`config.mk`:
```
export PLATFORM = sky130hd
export DESIGN_NAME = sram_ctrl_flat
export DESIGN_NICKNAME = d
export VERILOG_FILES = /design/src/rtl/sram_pkg.sv /design/src/rtl/sram_ctrl_if.sv /design/src/rtl/sram_phase_timer.sv /design/src/rtl/sram_ctrl.sv /design/src/flat_wrapper.sv
export SDC_FILE = /design/constraint.sdc
export NUM_CORES = 1
export LEC_CHECK = 0
export BUFFER_PORTS_ARGS = -buffer_cell sky130_fd_sc_hd__buf_2
export CORE_ASPECT_RATIO = 0.75
export CORE_MARGIN = 5
export CORE_UTILIZATION = 35
export DETAILED_ROUTE_END_ITERATION = 16
export HOLD_SLACK_MARGIN = 0.1
export PLACE_DENSITY_LB_ADDON = 0.2
export SETUP_SLACK_MARGIN = 0.4
export SYNTH_ARGS = -nofsm -noshare
export SYNTH_HDL_FRONTEND = slang
export SYNTH_SLANG_ARGS = --single-unit
```
`constraint.sdc`:
```
create_clock -name clk -period 5.3 [get_ports clk]
set_clock_uncertainty 0.05 [all_clocks]
set_input_delay 0 -clock clk [delete_from_list [all_inputs] [get_ports clk]]
set_output_delay 0 -clock clk [all_outputs]
set_load 0.03 [all_outputs]
```
`src/rtl/sram_pkg.sv`:
```
// Shared types and constants for the asynchronous SRAM controller: FSM state
// encoding, SRAM geometry and halfword-select helpers.
package sram_pkg;

  localparam int SRAM_AW = 20;
  localparam int SRAM_DW = 16;

  // Halfword select: HI carries req bits [31:16], LO carries [15:0]
  localparam logic HW_SEL_HI = 1'b0;
  localparam logic HW_SEL_LO = 1'b1;

  typedef enum logic [1:0] {
    ST_IDLE = 2'd0,
    ST_HI   = 2'd1,
    ST_LO   = 2'd2,
    ST_RESP = 2'd3
  } sram_state_e;

  function automatic logic [SRAM_AW-1:0] hw_addr(input logic [18:0] word, input logic sel);
    return {word, sel};
  endfunction

endpackage

```
`src/rtl/sram_ctrl_if.sv`:
```
// Request/response bus of the SRAM controller; the requester uses master,
// the controller uses slave.
interface sram_ctrl_if;

  logic        req_valid;
  logic        req_ready;
  logic        req_we;
  logic [31:0] req_addr;
  logic [31:0] req_wdata;
  logic [3:0]  req_be;
  logic        rsp_valid;
  logic [31:0] rsp_rdata;

  modport master (
    output req_valid, req_we, req_addr, req_wdata, req_be,
    input  req_ready, rsp_valid, rsp_rdata
  );

  modport slave (
    input  req_valid, req_we, req_addr, req_wdata, req_be,
    output req_ready, rsp_valid, rsp_rdata
  );

endinterface

```
`src/rtl/sram_phase_timer.sv`:
```
// Per-phase cycle counter: count 0 is the setup cycle, 1..WAIT_CYCLES are
// strobe cycles; the count saturates at WAIT_CYCLES and reloads on load.
module sram_phase_timer #(
  parameter int WAIT_CYCLES = 1
) (
  input  logic clk,
  input  logic reset,
  input  logic load,
  input  logic run,
  output logic setup,
  output logic strobe,
  output logic last
);

  localparam logic [3:0] WAIT_L = 4'(WAIT_CYCLES);

  logic [3:0] cnt_r;

  // Counter: reload on phase entry, advance while in a phase, never wrap
  always_ff @(posedge clk) begin
    if (reset) begin
      cnt_r <= 4'd0;
    end else if (load) begin
      cnt_r <= 4'd0;
    end else if (run && (cnt_r != WAIT_L)) begin
      cnt_r <= cnt_r + 4'd1;
    end else begin
      cnt_r <= cnt_r;
    end
  end

  assign setup  = (cnt_r == 4'd0);
  assign strobe = (cnt_r != 4'd0);
  assign last   = (cnt_r == WAIT_L);

endmodule

```
`src/rtl/sram_ctrl.sv`:
```
// 32-bit request port to a 16-bit asynchronous SRAM, two halfword phases per
// access. Define SRAM_CTRL_SKIP_EN to skip store phases with no byte enables.
module sram_ctrl
  import sram_pkg::*;
#(
  parameter int WAIT_CYCLES = 1
) (
  input  logic               clk,
  input  logic               reset,
  sram_ctrl_if.slave         bus,
  output logic [SRAM_AW-1:0] sram_a,
  output logic               sram_ce_n,
  output logic               sram_we_n,
  output logic               sram_oe_n,
  output logic               sram_lb_n,
  output logic               sram_ub_n,
  output logic [SRAM_DW-1:0] sram_dq_out,
  output logic               sram_dq_oe,
  input  logic [SRAM_DW-1:0] sram_dq_in
);

  sram_state_e        state_r, state_nxt_s;
  logic               we_r;
  logic [18:0]        word_r;
  logic [31:0]        wdata_r;
  logic [3:0]         be_r;
  logic [31:0]        rdata_r;
  logic               ready_r, rsp_valid_r;
  logic [SRAM_AW-1:0] sram_a_r;
  logic               ce_n_r, we_n_r, oe_n_r, lb_n_r, ub_n_r, dq_oe_r;
  logic [SRAM_DW-1:0] dq_out_r;

  logic               accept_s, phase_s, phase_done_s, load_s;
  logic               t_strobe_s, t_last_s, setup_unused_s;
  logic               op_we_s;
  logic [18:0]        op_word_s;
  logic [31:0]        op_wdata_s;
  logic [3:0]         op_be_s;
  logic               skip_hi_s, skip_lo_s;
  logic               nxt_phase_s, nxt_strobe_s, nxt_sel_s;
  logic [1:0]         nxt_be_s;
  logic [SRAM_DW-1:0] nxt_hw_s;
  logic               addr_unused_s;

  assign accept_s      = bus.req_valid && ready_r;
  assign phase_s       = (state_r == ST_HI) || (state_r == ST_LO);
  assign phase_done_s  = phase_s && t_last_s;
  assign addr_unused_s = ^{bus.req_addr[31:21], bus.req_addr[1:0]};

  // The decode for the accept edge must see the incoming request, not the stale registers
  assign op_we_s    = accept_s ? bus.req_we          : we_r;
  assign op_word_s  = accept_s ? bus.req_addr[20:2]  : word_r;
  assign op_wdata_s = accept_s ? bus.req_wdata       : wdata_r;
  assign op_be_s    = accept_s ? bus.req_be          : be_r;

`ifdef SRAM_CTRL_SKIP_EN
  assign skip_hi_s = op_we_s && (op_be_s[3:2] == 2'b00);
  assign skip_lo_s = op_we_s && (op_be_s[1:0] == 2'b00);
`else
  assign skip_hi_s = 1'b0;
  assign skip_lo_s = 1'b0;
`endif

  sram_phase_timer #(.WAIT_CYCLES(WAIT_CYCLES)) u_timer (
    .clk    (clk),
    .reset  (reset),
    .load   (load_s),
    .run    (phase_s),
    .setup  (setup_unused_s),
    .strobe (t_strobe_s),
    .last   (t_last_s)
  );

  // Next-state selection
  always_comb begin
    state_nxt_s = state_r;
    case (state_r)
      ST_IDLE: begin
        if (!accept_s)       state_nxt_s = ST_IDLE;
        else if (!skip_hi_s) state_nxt_s = ST_HI;
        else if (!skip_lo_s) state_nxt_s = ST_LO;
        else                 state_nxt_s = ST_RESP;
      end
      ST_HI:   state_nxt_s = phase_done_s ? (skip_lo_s ? ST_RESP : ST_LO) : ST_HI;
      ST_LO:   state_nxt_s = phase_done_s ? ST_RESP : ST_LO;
      ST_RESP: state_nxt_s = ST_IDLE;
      default: state_nxt_s = ST_IDLE;
    endcase
  end

  // Pin decode for the coming cycle, so every SRAM pin leaves a flop
  always_comb begin
    nxt_phase_s  = (state_nxt_s == ST_HI) || (state_nxt_s == ST_LO);
    load_s       = nxt_phase_s && (state_nxt_s != state_r);
    nxt_strobe_s = nxt_phase_s && !load_s;
    nxt_sel_s    = (state_nxt_s == ST_LO) ? HW_SEL_LO : HW_SEL_HI;
    nxt_hw_s     = (nxt_sel_s == HW_SEL_LO) ? op_wdata_s[15:0] : op_wdata_s[31:16];
    nxt_be_s     = (nxt_sel_s == HW_SEL_LO) ? op_be_s[1:0]     : op_be_s[3:2];
  end

  // FSM state, request capture and load-data capture
  always_ff @(posedge clk) begin
    if (reset) begin
      state_r <= ST_IDLE;
      we_r    <= 1'b0;
      word_r  <= 19'd0;
      wdata_r <= 32'd0;
      be_r    <= 4'd0;
      rdata_r <= 32'd0;
    end else begin
      state_r <= state_nxt_s;
      if (accept_s) begin
        we_r    <= bus.req_we;
        word_r  <= bus.req_addr[20:2];
        wdata_r <= bus.req_wdata;
        be_r    <= bus.req_be;
      end
      // dq_in is sampled at the end of the final strobe cycle of a load phase
      if (phase_done_s && !we_r && t_strobe_s) begin
        if (state_r == ST_HI) rdata_r[31:16] <= sram_dq_in;
        else                  rdata_r[15:0]  <= sram_dq_in;
      end
    end
  end

  // Registered SRAM pins and handshake outputs
  always_ff @(posedge clk) begin
    if (reset) begin
      ready_r     <= 1'b1;
      rsp_valid_r <= 1'b0;
      sram_a_r    <= '0;
      ce_n_r      <= 1'b1;
      we_n_r      <= 1'b1;
      oe_n_r      <= 1'b1;
      lb_n_r      <= 1'b1;
      ub_n_r      <= 1'b1;
      dq_oe_r     <= 1'b0;
      dq_out_r    <= '0;
    end else begin
      ready_r     <= (state_nxt_s == ST_IDLE);
      rsp_valid_r <= (state_nxt_s == ST_RESP);
      sram_a_r    <= nxt_phase_s ? hw_addr(op_word_s, nxt_sel_s) : sram_a_r;
      ce_n_r      <= !nxt_phase_s;
      we_n_r      <= !(nxt_strobe_s && op_we_s);
      oe_n_r      <= !(nxt_strobe_s && !op_we_s);
      lb_n_r      <= nxt_strobe_s ? (op_we_s ? !nxt_be_s[0] : 1'b0) : 1'b1;
      ub_n_r      <= nxt_strobe_s ? (op_we_s ? !nxt_be_s[1] : 1'b0) : 1'b1;
      dq_oe_r     <= nxt_phase_s && op_we_s;
      dq_out_r    <= (nxt_phase_s && op_we_s) ? nxt_hw_s : dq_out_r;
    end
  end

  assign bus.req_ready = ready_r;
  assign bus.rsp_valid = rsp_valid_r;
  assign bus.rsp_rdata = rdata_r;
  assign sram_a        = sram_a_r;
  assign sram_ce_n     = ce_n_r;
  assign sram_we_n     = we_n_r;
  assign sram_oe_n     = oe_n_r;
  assign sram_lb_n     = lb_n_r;
  assign sram_ub_n     = ub_n_r;
  assign sram_dq_out   = dq_out_r;
  assign sram_dq_oe    = dq_oe_r;

endmodule

```
`src/flat_wrapper.sv`:
```
// flat-port wrapper written by rule: the top's interface ports become plain ports
module sram_ctrl_flat import sram_pkg::*;
#(
  parameter int WAIT_CYCLES = 1
)
  (clk, reset, sram_a, sram_ce_n, sram_we_n, sram_oe_n, sram_lb_n, sram_ub_n, sram_dq_out, sram_dq_oe, sram_dq_in, bus_req_valid, bus_req_we, bus_req_addr, bus_req_wdata, bus_req_be, bus_req_ready, bus_rsp_valid, bus_rsp_rdata);
  sram_ctrl_if bus_i ();
  input  logic clk;
  input  logic reset;
  output logic [SRAM_AW-1:0] sram_a;
  output logic sram_ce_n;
  output logic sram_we_n;
  output logic sram_oe_n;
  output logic sram_lb_n;
  output logic sram_ub_n;
  output logic [SRAM_DW-1:0] sram_dq_out;
  output logic sram_dq_oe;
  input  logic [SRAM_DW-1:0] sram_dq_in;
  input wire logic [$bits(bus_i.req_valid)-1:0] bus_req_valid;
  input wire logic [$bits(bus_i.req_we)-1:0] bus_req_we;
  input wire logic [$bits(bus_i.req_addr)-1:0] bus_req_addr;
  input wire logic [$bits(bus_i.req_wdata)-1:0] bus_req_wdata;
  input wire logic [$bits(bus_i.req_be)-1:0] bus_req_be;
  output wire logic [$bits(bus_i.req_ready)-1:0] bus_req_ready;
  output wire logic [$bits(bus_i.rsp_valid)-1:0] bus_rsp_valid;
  output wire logic [$bits(bus_i.rsp_rdata)-1:0] bus_rsp_rdata;
  assign bus_i.req_valid = bus_req_valid;
  assign bus_i.req_we = bus_req_we;
  assign bus_i.req_addr = bus_req_addr;
  assign bus_i.req_wdata = bus_req_wdata;
  assign bus_i.req_be = bus_req_be;
  assign bus_req_ready = bus_i.req_ready;
  assign bus_rsp_valid = bus_i.rsp_valid;
  assign bus_rsp_rdata = bus_i.rsp_rdata;
  sram_ctrl #(.WAIT_CYCLES(WAIT_CYCLES)) u_core (.clk(clk), .reset(reset), .bus(bus_i), .sram_a(sram_a), .sram_ce_n(sram_ce_n), .sram_we_n(sram_we_n), .sram_oe_n(sram_oe_n), .sram_lb_n(sram_lb_n), .sram_ub_n(sram_ub_n), .sram_dq_out(sram_dq_out), .sram_dq_oe(sram_dq_oe), .sram_dq_in(sram_dq_in));
endmodule
```
==> results of run 1 <==
cell families after synthesis:
| logic type | after synthesis | synth area share (%) |
|---|---|---|
| and+or+nand+nor | 221 | 18.1 |
| DFF | 138 | 53.4 |
| AOI/OAI and AO/OA | 91 | 10.1 |
| muxes | 61 | 11.8 |
| buffers and inverters | 48 | 4.02 |
| adders and majority gates | 9 | 2.18 |
| xor gates and xnor gates | 2 | 0.339 |
worst max-delay path, stage by stage (launching register included):
cell and delay, ns:
dfxtp_1 0.39, inv_1 0.10, ha_1 0.38, nand2_1 0.20
nor2_1 0.08, mux2i_1 0.24, inv_1 0.12, ha_1 0.30
inv_1 0.05, nor2_1 0.79, o21ai_0 0.24, a21oi_1 0.22
synthesized netlist by cell type, drive strengths merged:
cell type / count / area, um^2
ha: 9 / 113
dfxtp: 138 / 2760
nor3b: 1 / 7.51
nand3b: 1 / 7.51
o211a: 1 / 10.0
or3b: 1 / 8.76
mux2i: 61 / 611
or3: 1 / 6.26
inv: 9 / 33.8
a211oi: 20 / 155
clkbuf: 29 / 110
xor2: 1 / 8.76
nand2b: 1 / 6.26
nand2: 85 / 319
nor2: 100 / 375
xnor2: 1 / 8.76
buf: 10 / 63.8
nand4: 2 / 12.5
nor4bb: 1 / 10.0
and4: 1 / 8.76
nand3: 2 / 10.0
o21ai: 19 / 95.1
o211ai: 2 / 15.0
a21oi: 49 / 245
nor2b: 17 / 106
or2: 1 / 6.26
nor3: 5 / 25.0
nor4: 1 / 21.3
and2: 1 / 6.26
flip-flops by register name, summed over array words and instances (netlist names), 2 cells and up:
signal,count
u_core.state_r,2
u_core.wdata_r,32
u_core.bus.rsp_rdata,32
u_core.sram_dq_out,16
u_core.sram_a,20
u_core.u_timer.cnt_r,4
u_core.word_r,19
u_core.be_r,4
metal layers:
layer / global-route usage, % / wire length [um]
met4: 5.42 / 202
met2: 26.8 / 6600
met3: 5.79 / 839
met1: 19.3 / 6130
met5: 0 / 0
repair_timing:
item / in CTS / in global routing
resized for setup: 0 / 0
endpoints found under the hold margin: 128 / 0
hold buffers: 72 / 0
area by class of cell:
cell class	count	area [um^2]	share of cell area, %
Sequential cell	138	2760	37.9
Multi-Input combinational cell	384	2210	30.3
Timing Repair Buffer	225	1500	20.5
Clock buffer	25	495	6.80
Tap cell	200	250	3.44
Clock inverter	3	40.0	0.550
Inverter	9	33.8	0.464
power breakdown:
group	switching [W]	leakage (nW)	total (W)	internal (W)
clock	0.000403	0.265	0.00109	0.000683
combinational	0.000253	1.91	0.000418	0.000165
sequential	0.0000278	1.13	0.00114	0.00111
total	0.000683	3.30	0.00264	0.00196
how the worst min path moves through the flow:
stage	startpoint	endpoint	slack [ns]
after floorplan	sram_dq_in[0]	u_core.bus.rsp_rdata[16]	0.09
after global placement	sram_dq_in[12]	u_core.bus.rsp_rdata[28]	0.20
after detailed placement	sram_dq_in[12]	u_core.bus.rsp_rdata[12]	0.21
after CTS	reset	u_core.be_r[1]	0.11
after global routing	reset	u_core.wdata_r[15]	0.14
final	reset	u_core.be_r[1]	0.13
through the flow:
stage | util (%) | setup WS, ns
2_1_floorplan | - | 2.65
3_3_place_gp | 41.7 | 2.06
3_5_place_dp | 41.7 | 1.97
4_1_cts | 50.4 | 1.94
5_1_grt | 50.4 | 1.63
6_report | 50.4 | 2.04
==> out/qor.csv, run 1 <==
metric,value,unit
fin_nets,872,
rsz0062_at_grt,false,
numCtsBuffers,17,
drc,0,
routed_via_density,4.56,
crit_fanout,16,
max_freq,307,MHz
setup.worst_path.start_class,register,
synth_cell_types,35,
endpoint,u_core.sram_dq_out[12],
synth_cells,570,
finalMaxSlewViolations,0,
slew_headroom,28.4,%
die_area,0.0173,mm^2
cts-root-buf,clkbuf_16,
grt_pass1_wl,22100,um
fin_cells,984,
vias,4484,
cts_tree,done,
hold_ws,0.125,ns
worstPathArrival,3.53,ns
min_period,3.26,ns
rrSetupSlack,2.04,ns
start_util,35.8,%
synth_seq_cells,138,
h-tree-depth,4,
n_antenna_cell,0,
status,completed,
most-common-layout-cells,"buf_2, dfxtp_1, nor2_1, nand2_1, dlygate4sd3_1",
drive_gt1_share,23.2,%
drt_iter0_markers,180,
holdPathStages,2,
vdd_ir_drop_max,218,uV
gr-usage-all-layers,16.1,%
cp-end-kind,register,
final_antenna_net_count,0,
hpwl,9110,um
max-cap-violations,0,
p_total,0.00264,W
worst_r2r_path_depth,11,
stdcell_area,0.00728,mm^2
wirelength,13800,um
cts_setup_buffers,0,
clockBufferDepth,2,
row_count,38,
synth_area,0.00517,mm^2
fill_cells,1431,
wire_per_inst,14.0,um
grt_overflow,0,
grt_max_degree,84,
power_density,362,mW/mm^2
min_period_over_period,61.4,%
synth.avg_cell_area,9.07,um^2
boundaryPins,164,
antenna_found_initial,0,
gp_congestion,0.729,
path_class,register to register,
yosys_warnings,0,
portBuffers,150,
reg2reg_to,u_core.sram_dq_out[12],
area_growth,40.9,%
die_h,115,um
clkSinkCount,138,
grt_pass1_vias,4501,
drtPass1Iterations,4,
finalHoldViolations,0,
final-setup-viol-count,0,
fp.dieW,150,um
placedCellCount,884,
core-area,0.0145,mm^2
yosysSeqAreaShare,53.4,%
syn-num-nets,667,
finalSetupTns,0,ns
worstSkewPairLatency,0.41,ns
startpoint,u_core.state_r[0],
leakagePower,3.30,nW
cp.required,5.57,ns
reg2reg_from,u_core.state_r[0],
layout_commonest_cell,buf_2,
hold_path_class,input pin to register,
dpl_cell_area,0.00603,mm^2
worstMarginPinSlew,1.07,ns
clkTransAtPathRegs,0.05,ns
(Power assumes the default switching activity.)
==> run 2: changes to the inputs <==
- clock period: 5.3 -> 2.94 ns (I/O delays scaled with it)
==> out/qor.csv, run 2 (synthesized netlist as in run 1, its figures left out) <==
metric,value,unit,change
vias,4768,,was 4484
drt_iter0_markers,184,,was 180
power_frac_seq,41.4,%,was 43.0%
holdPathStages,4,,was 2
clockPowerShare,41.0,%,was 41.1%
status,completed,,unchanged
hpwl,9020,um,was 9110 um
numCtsBuffers,17,,unchanged
p_int,0.00366,W,was 0.00196 W
crit_slowest_cell,or3b_4,,was nor2_1
fin_nets,916,,was 872
final_antenna_net_count,0,,unchanged
slew_headroom,36.0,%,was 28.4%
max_freq,411,MHz,was 307 MHz
n_antenna_cell,0,,unchanged
fill_cells,1295,,was 1431
layout_commonest_cell,buf_2,,unchanged
finalMaxSlewViolations,0,,unchanged
sw_frac_of_total,26.2,%,was 25.9%
worstMarginPinSlew,0.960,ns,was 1.07 ns
gp_congestion,0.811,,was 0.729
most-common-layout-cells,"buf_2, dfxtp_1, dlygate4sd3_1, nor2_1, nand2_1",,"was buf_2, dfxtp_1, nor2_1, nand2_1, dlygate4sd3_1"
p_sw,0.00130,W,was 0.000683 W
hold_ws,0.153,ns,was 0.125 ns
cts_tree,done,,unchanged
grt_pass1_vias,4852,,was 4501
drc,0,,unchanged
hold_path_class,input pin to register,,unchanged
antenna_found_initial,0,,unchanged
rrSetupSlack,0.51,ns,was 2.04 ns
holdPathEnd,u_core.we_r,,was u_core.be_r[1]
stdcell_area,0.00787,mm^2,was 0.00728 mm^2
path_class,register to register,,unchanged
start_util,35.8,%,unchanged
grt_max_degree,75,,was 84
h-tree-depth,4,,unchanged
comb_power_share,17.6,%,was 15.8%
cts-root-buf,clkbuf_16,,unchanged
area_growth,52.2,%,was 40.9%
path_cells,inv_1 > ha_2 > or3b_4 > a211oi_4 > nor2_4 > inv_2 > ha_4 > buf_12 > nor2b_1 > o21ai_0 > a21oi_1,,was inv_1 > ha_1 > nand2_1 > nor2_1 > mux2i_1 > inv_1 > ha_1 > inv_1 > nor2_1 > o21ai_0 > a21oi_1
boundaryPins,164,,unchanged
fp.dieW,150,um,unchanged
die_area,0.0173,mm^2,unchanged
min_period,2.43,ns,was 3.26 ns
wire_per_inst,14.3,um,was 14.0 um
fin_ws,0.506,ns,was 2.04 ns
portBuffers,150,,unchanged
final-setup-viol-count,0,,unchanged
worstPathArrival,2.73,ns,was 3.53 ns
cp.required,3.23,ns,was 5.57 ns
core-area,0.0145,mm^2,unchanged
routed_via_density,4.63,,was 4.56
die_h,115,um,unchanged
wirelength,14700,um,was 13800 um
grt_pass1_wl,23400,um,was 22100 um
power_density,630,mW/mm^2,was 362 mW/mm^2
cp-end-kind,register,,unchanged
reg2reg_to,u_core.sram_dq_out[10],,was u_core.sram_dq_out[12]
hold_start,bus_req_valid,,was reset
gr-usage-all-layers,17.1,%,was 16.1%
met2_usage,27.6,%,was 26.8%
leakagePower,3.58,nW,was 3.30 nW
clkTransAtPathRegs,0.05,ns,about the same
grt_busiest_layer,met2,,unchanged
clkSinkCount,138,,unchanged
max-cap-violations,0,,unchanged
setup.worst_path.start_class,register,,unchanged
clockBufferDepth,2,,unchanged
met3_usage,6.30,%,was 5.79%
register_area,0.00276,mm^2,about the same
startpoint,u_core.u_timer.cnt_r[1],,was u_core.state_r[0]
drive_gt1_share,25.5,%,was 23.2%
min_period_over_period,82.8,%,was 61.4%
worstSkewPairLatency,0.41,ns,about the same
grt_overflow,0,,unchanged
drtPass1Iterations,5,,was 4
finalSetupTns,0,ns,unchanged
vdd_ir_drop_max,389,uV,was 218 uV
dpl_worst_slack,0.132,ns,was 1.97 ns
finalHoldViolations,0,,unchanged
met1_usage,20.8,%,was 19.3%
crit_fanout,17,,was 16
multi_input_area,0.00229,mm^2,was 0.00221 mm^2
slowest_delay,0.44,ns,was 0.79 ns
rsz0062_at_grt,false,,unchanged
reg2reg_from,u_core.u_timer.cnt_r[1],,was u_core.state_r[0]
worst_r2r_path_depth,11,,unchanged
row_count,38,,unchanged
dpl_cell_area,0.00609,mm^2,was 0.00603 mm^2
[run 2: changes by cell type in the layout (fill, tap and decap cells not counted), sizes merged]
| cell | change |
|---|---|
| clkinv | +1 |
| buf | +13 |
| bufinv | +1 |
| dlygate4sd3 | +31 |
| clkinvlp | +2 |
| clkbuf | -2 |
[run 2: worst max path at each step]
stage               slack [ns]                endpoint  cells after the start
floorplan                 0.41  u_core.sram_dq_out[10]                     13
global placement          0.22   u_core.sram_dq_out[5]                     11
detailed placement        0.13  u_core.sram_dq_out[15]                     11
CTS                       0.40   u_core.sram_dq_out[6]                     11
global route              0.38   u_core.sram_dq_out[6]                     11
finish                    0.51  u_core.sram_dq_out[10]                     11
[run 2: metal layers]
metal | wire [um] | up-vias
li1 | - | 2390
met1 | 6390 | 2204
met2 | 6830 | 150
met3 | 1210 | 24
met4 | 296 | 0
met5 | 0 | -
[run 2: timing repair]
item | in CTS | in global routing
pin swaps | 1 | 9
hold buffers | 103 | 0
endpoints found under the hold margin | 128 | 0
gates resized for setup | 9 | 20
setup endpoints to repair | 41 | 39
buffers inserted | 3 | 2
gates cloned | 2 | 1
[run 2: metrics by stage]
stage | std cells | power [W] | util (%)
global placement | 889 | 0.00277 | 42.2
detailed placement | 889 | 0.00279 | 42.2
finish | 1030 | 0.00495 | 54.4
floorplan | 570 | 0.00257 | -
global route | 1030 | 0.00519 | 54.4
CTS | 1027 | 0.00498 | 53.9
[run 2: final cells by class]
type / count / area share [%]
multi-input combinational: 384 / 29.1
sequential: 138 / 35.1
tap: 200 / 3.18
clock buffer: 23 / 5.95
clock inverter: 7 / 1.19
inverter: 9 / 0.430
timing repair buffer: 269 / 25.0
[run 2: power by group through the flow]
| stage | clock (W) | sequential [W] | combinational (W) |
|---|---|---|---|
| 2_1_floorplan | 0 | 0.00220 | 0.000363 |
| 3_3_place_gp | 0 | 0.00208 | 0.000683 |
| 3_5_place_dp | 0 | 0.00209 | 0.000699 |
| 4_1_cts | 0.00209 | 0.00205 | 0.000841 |
| 5_1_grt | 0.00217 | 0.00206 | 0.000953 |
| 6_report | 0.00203 | 0.00205 | 0.000872 |
[run 2: worst max-delay path, delay by kind of cell (launching register included)]
kind / cells / cell delay, ns
buffers and inverters: 3 / 0.34
and+or+nand+nor: 3 / 0.68
DFF: 1 / 0.33
AOI/OAI and AO/OA: 3 / 0.56
adders and majority gates: 2 / 0.39
==> run 3: changes to the inputs <==
- clock period: 2.94 -> 2.2 ns (I/O delays scaled with it)
==> out/qor.csv, run 3 (synthesized netlist as in run 1, its figures left out) <==
metric,value,unit,change
status,"finished, violations left",,was completed
violations,negative setup slack,,
clkSinkCount,138,,unchanged
worstMarginPinSlew,0.560,ns,was 0.960 ns
leakagePower,3.66,nW,was 3.58 nW
area_growth,60.8,%,was 52.2%
cpMostUsedCell,ha_4,,
holdPathEnd,u_core.wdata_r[1],,was u_core.we_r
path_class,register to register,,unchanged
worstPathArrival,2.55,ns,was 2.73 ns
p_total,0.00709,W,was 0.00495 W
setup.worst_path.start_class,register,,unchanged
drt_iter0_markers,201,,was 184
rsz0062_at_grt,true,,was false
slowest_delay,0.43,ns,was 0.44 ns
max_freq,432,MHz,was 411 MHz
core-area,0.0145,mm^2,unchanged
cp_top_family,simple AND/OR/NAND/NOR gates,,unchanged
vias,4742,,was 4768
min_period,2.31,ns,was 2.43 ns
reg2reg_from,u_core.u_timer.cnt_r[1],,unchanged
grt_pass1_vias,4913,,was 4852
met3_usage,4.69,%,was 6.30%
gp_congestion,0.800,,was 0.811
met1_usage,21.6,%,was 20.8%
power_density,853,mW/mm^2,was 630 mW/mm^2
grt_pass1_wl,24000,um,was 23400 um
wirelength,15600,um,was 14700 um
gr-usage-all-layers,17.7,%,was 17.1%
cp.required,2.44,ns,was 3.23 ns
portBuffers,150,,unchanged
slew_headroom,62.7,%,was 36.0%
reg2reg_to,u_core.sram_dq_out[6],,was u_core.sram_dq_out[10]
drtPass1Iterations,4,,was 5
placedCellCount,907,,was 889
numCtsBuffers,17,,unchanged
layout_commonest_cell,buf_2,,unchanged
grt_max_degree,60,,was 75
worst_r2r_path_depth,11,,unchanged
max-cap-violations,0,,unchanged
vdd_ir_drop_max,549,uV,was 389 uV
hold_start,bus_req_valid,,unchanged
worstSkewPairLatency,0.41,ns,about the same
die_area,0.0173,mm^2,unchanged
drive_gt1_share,38.3,%,was 25.5%
fp.dieW,150,um,unchanged
cts-root-buf,clkbuf_16,,unchanged
final-setup-viol-count,54,,was 0
antenna_found_initial,0,,unchanged
n_antenna_cell,0,,unchanged
cp-end-kind,register,,unchanged
h-tree-depth,4,,unchanged
die_h,115,um,unchanged
grt_overflow,0,,unchanged
cts_tree,done,,unchanged
crit_buf_inv,3,,unchanged
min_period_over_period,105,%,was 82.8%
routed_via_density,4.59,,was 4.63
grt_busiest_layer,met2,,unchanged
clkTransAtPathRegs,0.06,ns,was 0.05 ns
fin_nets,917,,was 916
boundaryPins,164,,unchanged
fin_ws,-0.113,ns,was 0.506 ns
rrSetupSlack,-0.11,ns,was 0.51 ns
wire_per_inst,15.1,um,was 14.3 um
hold_ws,0.281,ns,was 0.153 ns
holdPathStages,5,,was 4
final_antenna_net_count,0,,unchanged
path_cells,inv_2 > ha_4 > or3b_4 > a211oi_4 > nor2_4 > ha_4 > buf_8 > nand2b_4 > buf_12 > nand2_2 > a21oi_2,,was inv_1 > ha_2 > or3b_4 > a211oi_4 > nor2_4 > inv_2 > ha_4 > buf_12 > nor2b_1 > o21ai_0 > a21oi_1
start_util,35.8,%,unchanged
finalMaxSlewViolations,0,,unchanged
clockBufferDepth,2,,unchanged
met2_usage,30.2,%,was 27.6%
drc,0,,unchanged
hold_path_class,input pin to register,,unchanged
hpwl,9360,um,was 9020 um
finalHoldViolations,0,,unchanged
crit_slowest_cell,or3b_4,,unchanged
fin_cells,1033,,was 1030
row_count,38,,unchanged
crit_fanout,8,,was 17
most-common-layout-cells,"buf_2, dfxtp_1, nor2_1, dlygate4sd3_1, nand2_1",,"was buf_2, dfxtp_1, dlygate4sd3_1, nor2_1, nand2_1"
run 3: cell count changes in the layout (fill, tap and decap cells not counted), moves of 9 or more:
cell           change
nand2_2           +11
nand2_1           -11
a211oi_2          +15
a21oi_1            -9
dlygate4sd3_1     -29
o21ai_0           -15
o21ai_2           +14
a21oi_2            +9
a211oi_1          -15
buf_4             +15
run 3: power by group:
group	switching, W	internal [W]	total, W
clock network	0.00105	0.00186	0.00291
logic	0.000776	0.000651	0.00143
registers	0.0000817	0.00267	0.00275
run 3: metrics by stage:
step | instance area, um^2 | setup TNS (ns) | setup WS, ns | utilization [%]
floorplan | 5290 | -1.67 | -0.0896 | -
global placement | 6300 | -1.94 | -0.0687 | 43.6
detailed placement | 6300 | -5.51 | -0.215 | 43.6
CTS | 8040 | -2.85 | -0.0960 | 55.6
global route | 8310 | -8.85 | -0.201 | 57.5
finish | 8310 | -3.61 | -0.113 | 57.5
run 3: what timing repair did:
item                                    CTS  global route
hold buffers                             74             0
cloned                                    5             2
pin swaps                                16            28
endpoints found under the hold margin   133             0
buffers inserted                         10             3
gates resized for setup                  49            62
endpoints found under the setup margin   63            81
run 3: worst max-delay path by stage:
stage,to,depth (start not counted),slack [ns],startpoint
final,u_core.sram_dq_out[6],11,-0.11,u_core.u_timer.cnt_r[1]
after global routing,u_core.sram_dq_out[2],11,-0.20,u_core.u_timer.cnt_r[1]
after global placement,u_core.sram_a[0],9,-0.07,u_core.u_timer.cnt_r[1]
after detailed placement,u_core.sram_a[16],9,-0.21,u_core.u_timer.cnt_r[1]
after CTS,u_core.sram_dq_out[6],12,-0.1,u_core.u_timer.cnt_r[1]
after floorplan,u_core.sram_dq_out[6],13,-0.09,u_core.u_timer.cnt_r[1]
run 3: metal layers:
metal,wire length [um],share of wire (%)
met5,0,0
met1,6970,45
met3,832,5.3
met2,7580,49
met4,209,1.3
run 3: layout make-up:
| type | count | area, um^2 |
|---|---|---|
| clock buffers | 20 | 467 |
| inverters | 9 | 38.8 |
| repair buffers | 270 | 2060 |
| flip-flops and latches | 138 | 2770 |
| clock inverters | 12 | 146 |
| well taps | 200 | 250 |
| fillers | 1269 | 6140 |
| multi-input cells | 384 | 2580 |
run 3: worst register-to-register path, delay by kind of cell (launching register included):
kind	cells	cell delay [ns]
simple gates	4	0.67
fa+ha+maj	2	0.44
buf+inv	3	0.38
compound gates	2	0.34
flops	1	0.32
